--- config.mk ---
export PLATFORM = sky130hd
export DESIGN_NAME = xrv_issue_ctrl
export DESIGN_NICKNAME = d
export VERILOG_FILES = /design/src/rtl/xrv_issue_ctrl_pkg.sv /design/src/rtl/xrv_ib_fifo.sv /design/src/rtl/xrv_issue_ctrl.sv
export SDC_FILE = /design/constraint.sdc
export NUM_CORES = 1
export LEC_CHECK = 0
export CAP_MARGIN = 20
export CORE_MARGIN = 10
export CORE_UTILIZATION = 50
export CTS_BUF_LIST = sky130_fd_sc_hd__clkbuf_8
export DETAILED_ROUTE_END_ITERATION = 7
export PLACE_DENSITY = 0.95
export SLEW_MARGIN = 20
export SYNTH_ARGS = -nofsm -noshare
export SYNTH_HDL_FRONTEND = slang
export SYNTH_SLANG_ARGS = --single-unit
--- constraint.sdc ---
create_clock -name clk -period 11.75 [get_ports clk]
set_input_delay 1.175 -clock clk [delete_from_list [all_inputs] [get_ports clk]]
set_output_delay 1.175 -clock clk [all_outputs]
set_load 0.01 [all_outputs]
--- src/rtl/xrv_issue_ctrl_pkg.sv ---
// Shared types and constants for the fetch-to-decode issue controller.
// The issue-state enum, the RV opcode constants and the buffer payload struct live here.
package xrv_issue_ctrl_pkg;

  localparam int unsigned XLEN = 32;

  typedef enum logic [1:0] {
    BOOT  = 2'd0,
    REDIR = 2'd1,
    RUN   = 2'd2
  } issue_state_t;

  localparam logic [4:0] OP_LUI   = 5'b01101;
  localparam logic [4:0] OP_AUIPC = 5'b00101;
  localparam logic [4:0] OP_JAL   = 5'b11011;

  typedef struct packed {
    logic [XLEN-1:0] inst;
    logic [XLEN-1:0] pc;
    logic            is_compressed;
  } ib_entry_t;

  // Load-use check. U-type and JAL encodings have no source registers.
  function automatic logic load_use(input logic [XLEN-1:0] i, input logic [4:0] rd);
    logic uses_rs;
    uses_rs = !(i[6:2] == OP_LUI || i[6:2] == OP_AUIPC || i[6:2] == OP_JAL);
    return uses_rs && (rd != 5'd0) && (rd == i[19:15] || rd == i[24:20]);
  endfunction

endpackage

--- src/rtl/xrv_ib_fifo.sv ---
// Shift-style instruction buffer. Entry 0 is the head, which is a plain register.
// Push and pop can happen in the same cycle, including when the buffer is full; clear wins.
module xrv_ib_fifo
  import xrv_issue_ctrl_pkg::*;
#(
  parameter int unsigned DEPTH = 2
) (
  input  logic      clk,
  input  logic      rstb,
  input  logic      push,
  input  ib_entry_t push_data,
  input  logic      pop,
  input  logic      clear,
  output logic      full,
  output logic      empty,
  output ib_entry_t head
);

  localparam int unsigned AW = (DEPTH > 1) ? $clog2(DEPTH) : 1;
  localparam int unsigned CW = $clog2(DEPTH + 1);

  ib_entry_t       ent [DEPTH];
  logic [CW-1:0]   cnt;
  logic [CW-1:0]   wr_idx;

  assign full   = (cnt == CW'(DEPTH));
  assign empty  = (cnt == '0);
  assign head   = ent[0];
  // After a pop, every entry moves down one slot, so the write slot moves down with it.
  assign wr_idx = pop ? (cnt - CW'(1)) : cnt;

  always_ff @(posedge clk) begin
    if (!rstb) begin
      cnt <= '0;
      for (int i = 0; i < int'(DEPTH); i++) ent[i] <= '0;
    end else if (clear) begin
      cnt <= '0;
    end else begin
      if (pop) begin
        for (int i = 0; i < int'(DEPTH) - 1; i++) ent[i] <= ent[i+1];
      end
      if (push) ent[wr_idx[AW-1:0]] <= push_data;
      case ({push, pop})
        2'b10:   cnt <= cnt + CW'(1);
        2'b01:   cnt <= cnt - CW'(1);
        default: cnt <= cnt;
      endcase
    end
  end

endmodule

--- src/rtl/xrv_issue_ctrl.sv ---
// Issue controller: buffers fetched instructions, issues one per cycle to decode,
// stalls on load-use and ex back-pressure, and handles redirects with a 1-bit fetch epoch.
module xrv_issue_ctrl
  import xrv_issue_ctrl_pkg::*;
#(
  parameter logic [31:0] RESET_PC = 32'h0000_0000,
  parameter int unsigned IB_DEPTH = 2
) (
  input  logic        clk,
  input  logic        rstb,
  input  logic        f_valid,
  output logic        f_ready,
  input  logic [31:0] f_inst,
  input  logic [31:0] f_pc,
  input  logic        f_is_compressed,
  input  logic        f_epoch,
  output logic        redirect_req,
  output logic [31:0] redirect_addr,
  output logic        epoch,
  output logic [31:0] inst,
  output logic [31:0] inst_pc,
  output logic        inst_is_compressed,
  output logic        inst_valid,
  output logic        flush,
  input  logic        id_jmp,
  input  logic [31:0] id_jmp_addr,
  input  logic        ex_flush,
  input  logic [31:0] ex_flush_addr,
  input  logic        ex_stall,
  input  logic        ex_valid,
  input  logic        ex_op_load,
  input  logic [4:0]  ex_dest
);

  issue_state_t state;
  ib_entry_t    head;
  ib_entry_t    push_data;
  logic         full;
  logic         empty;
  logic         hazard;
  logic         jmp_take;
  logic         redirect_now;
  logic         push;

  assign hazard = ex_valid && ex_op_load && load_use(head.inst, ex_dest);

  // Issue depends only on registered state and ex-side inputs, never on id_jmp.
  assign inst_valid = !empty && (state == RUN) && !ex_stall && !ex_flush && !hazard;

  // A JAL only redirects once it actually leaves the buffer.
  assign jmp_take     = id_jmp && inst_valid;
  assign redirect_now = (state == BOOT) || ex_flush || jmp_take;

  // Data arriving alongside a redirect belongs to the old epoch and is dropped.
  assign f_ready   = !full;
  assign push      = f_valid && f_ready && (f_epoch == epoch) && !redirect_now;
  assign push_data = '{inst: f_inst, pc: f_pc, is_compressed: f_is_compressed};

  assign inst               = head.inst;
  assign inst_pc            = head.pc;
  assign inst_is_compressed = head.is_compressed;
  assign flush              = ex_flush;

  xrv_ib_fifo #(
    .DEPTH (IB_DEPTH)
  ) u_ib (
    .clk       (clk),
    .rstb      (rstb),
    .push      (push),
    .push_data (push_data),
    .pop       (inst_valid),
    .clear     (redirect_now),
    .full      (full),
    .empty     (empty),
    .head      (head)
  );

  // Redirect sequencing; ex_flush outranks a decode-stage JAL.
  always_ff @(posedge clk) begin
    if (!rstb) begin
      state         <= BOOT;
      epoch         <= 1'b0;
      redirect_req  <= 1'b0;
      redirect_addr <= '0;
    end else begin
      redirect_req <= 1'b0;
      if (state == BOOT) begin
        state         <= REDIR;
        epoch         <= ~epoch;
        redirect_req  <= 1'b1;
        redirect_addr <= RESET_PC;
      end else if (ex_flush) begin
        state         <= REDIR;
        epoch         <= ~epoch;
        redirect_req  <= 1'b1;
        redirect_addr <= ex_flush_addr;
      end else if (jmp_take) begin
        state         <= REDIR;
        epoch         <= ~epoch;
        redirect_req  <= 1'b1;
        redirect_addr <= id_jmp_addr;
      end else if (state == REDIR && push) begin
        state <= RUN;
      end
    end
  end

endmodule

==> metrics.cfg <==
[timing]
fin_skew_ns=0.0110
worst_pin_slew_ns=1.05
fin_ws_ns=6.85
timing.fmax_ghz=0.204
timing.hold.ws_ns=0.500
finalCriticalPeriod_ns=4.90
max_slew_margin_pct=30.2
hold_viol=0
setup_violations=0
rsz0062_at_grt=false
slew_violations=0
setup_tns_ns=0
timing.final.crit_share_pct=41.7

[final_layout]
num-nets-final=1014
layout.cells.non_filler=1070
drive_above_1_share_pct=5.22
fill_cells=1081
area_growth_pct=36.1
fin_util_pct=69.3
final_common_cell=clkdlybuf4s50_1
postLayoutCellArea_um2=10500
layout_common_cells=clkdlybuf4s50_1 (243), edfxtp_1 (130), mux2i_1 (92), inv_1 (73), nand2_1 (66)

[floorplanning]
num_rows=45
io_pins=245
die_w_um=144
die_y_um=144
core_um2=15200
dieArea_um2=20800
initial_core_util_pct=50.9

[synthesis]
synth-edff-count=130
syn-instance-count=638
synth-main-ff-cell=edfxtp_1
synthTopCellsByArea=edfxtp_1 (50%), mux2i_1 (12%), dfxtp_1 (9.8%)
synth_top_area_share_pct=50.5
ys_ff_latch=168
synthArstFlopShare_pct=0
yosys_warnings=0
syn_nets=784
syn_avg_cell_area_um2=12.1
syn_area_um2=7740
seq_area_frac_synth_pct=60.3
synth_area_leader_cell=edfxtp_1
ys_types=46

[placed_design]
dpl-instance-area_um2=10200
portBuffers=244
dp_hpwl_um=14900
gp_congestion=0.776
dp.cells=1037
post-place-ws_ns=6.42

[routing]
routed_wl_um=20000
drt_iter0_markers=329
drtPass1Iterations=4
drc=0
wire_per_inst_um=18.7
vias_per_cell=5.10
num_vias=5455
drtAntennaViolNets=0

[global_routing]
grt_pass1_wl_um=30400
track_usage_pct=18.8
overflow=0
grt_pass1_vias=5685
grt_max_degree=69
antenna_found_initial=1

[cts]
root_buffer=clkbuf_8
cts_tree=done
clock_path_buffers=2
post-cts-setup-buffer-count=0
clkSinkCount=168
clk_latency_ns=0.44
post_cts_resized=0
path_clk_slew_ns=0.08
holdBufCountCts=0
cts_htree_levels=4
cts_buffers=17

[critical_path]
r2r-end=u_ib.ent[1][28]
cp_max_fo=12
worstRegToRegCells=6
arrival_ns=3.72
start_kind=input port
reg2reg_setup_slack_ns=7.51
crit_required_ns=10.58
timing.rr.start=u_ib.cnt[0]
critPathCaptureType=output port
crit_type=input port to output port

[power]
finalPower_mw=1.18
leakage_nw=4.44
p_per_area_nw_per_um2=112
ir_drop_mv=0.0650

[outcome]
status=finished, final reports clean

[worst_hold_path]
hp-start=redirect_addr[30]
holdPathStages=2
min_to=redirect_addr[30]
hp-class=register to register

[run]
max_cap_viol_count=0

## cell families (layout without fill, tap and decap cells)
kind of cell | after synthesis | count (layout) | share of synthesized area (%)
buffers and inverters | 111 | 354 | 7.15
AND/OR/NAND/NOR | 190 | 190 | 12.3
XOR/XNOR | 13 | 13 | 1.47
multiplexers | 94 | 94 | 12.2
flip-flops | 168 | 168 | 60.3
adder cells (fa/ha/maj) | 3 | 3 | 0.485
other | 0 | 1 | 0
AO/OA/AOI/OAI | 59 | 59 | 6.16
## report_power, final
part / leakage [nW] / internal, mW / switching, mW
clock network: 0.163 / 0.142 / 0.206
logic: 2.62 / 0.0899 / 0.0658
registers: 1.65 / 0.664 / 0.0117
total: 4.44 / 0.896 / 0.284
## cells in the mapped netlist, types with 6 or more instances
cell / number
edfxtp_1: 130
mux2i_1: 92
inv_1: 71
nand2_1: 66
and2_1: 65
dfxtp_1: 38
nor2_1: 37
a211oi_1: 32
buf_2: 19
clkbuf_1: 11
xnor2_1: 11
buf_12: 6
## layout make-up
cell class / instances / area, µm² / share of cell area, %
antenna: 1 / 2.50 / 0.0238
clock buffer: 17 / 234 / 2.22
clock inverter: 15 / 90.1 / 0.855
inverter: 71 / 267 / 2.53
multi-input combinational: 359 / 2550 / 24.2
sequential: 168 / 4660 / 44.3
tap: 188 / 235 / 2.23
timing repair buffer: 251 / 2490 / 23.6
## critical path, cell delays in order
cell and delay (ns):
clkdlybuf4s50_1 0.48, or3_1 0.37, o311a_1 0.34, and2_4 0.20
a21oi_2 0.45, clkdlybuf4s50_1 0.70
## per-layer routing
layer | up-vias | track usage [%] | routed length (µm)
li1 | 2660 | - | -
met1 | 2522 | 20.8 | 7560
met2 | 242 | 32.2 | 9870
met3 | 31 | 6.59 | 2090
met4 | 0 | 8.09 | 461
met5 | - | 0 | 0
## worst max-delay path by stage
stage                           from               to  slack (ns)  cells past startpoint
final                     ex_dest[1]       inst_valid        6.85                      6
after detailed placement        rstb  u_ib.ent[0][19]        6.42                     10
after floorplan             ex_flush   u_ib.ent[0][0]        6.76                      7
after global routing            rstb  u_ib.ent[0][23]        6.63                     10
after CTS                 ex_dest[1]       inst_valid        6.85                      6
after global placement          rstb  u_ib.ent[1][17]        6.54                      7
## registers in the layout, summed over array words and instances, names as in the netlist
signal / flops
redirect_req: 1
epoch: 1
redirect_addr: 32
u_ib.ent: 130
u_ib.cnt: 2
state: 2
Note: power is estimated with default switching activity, not from simulation.
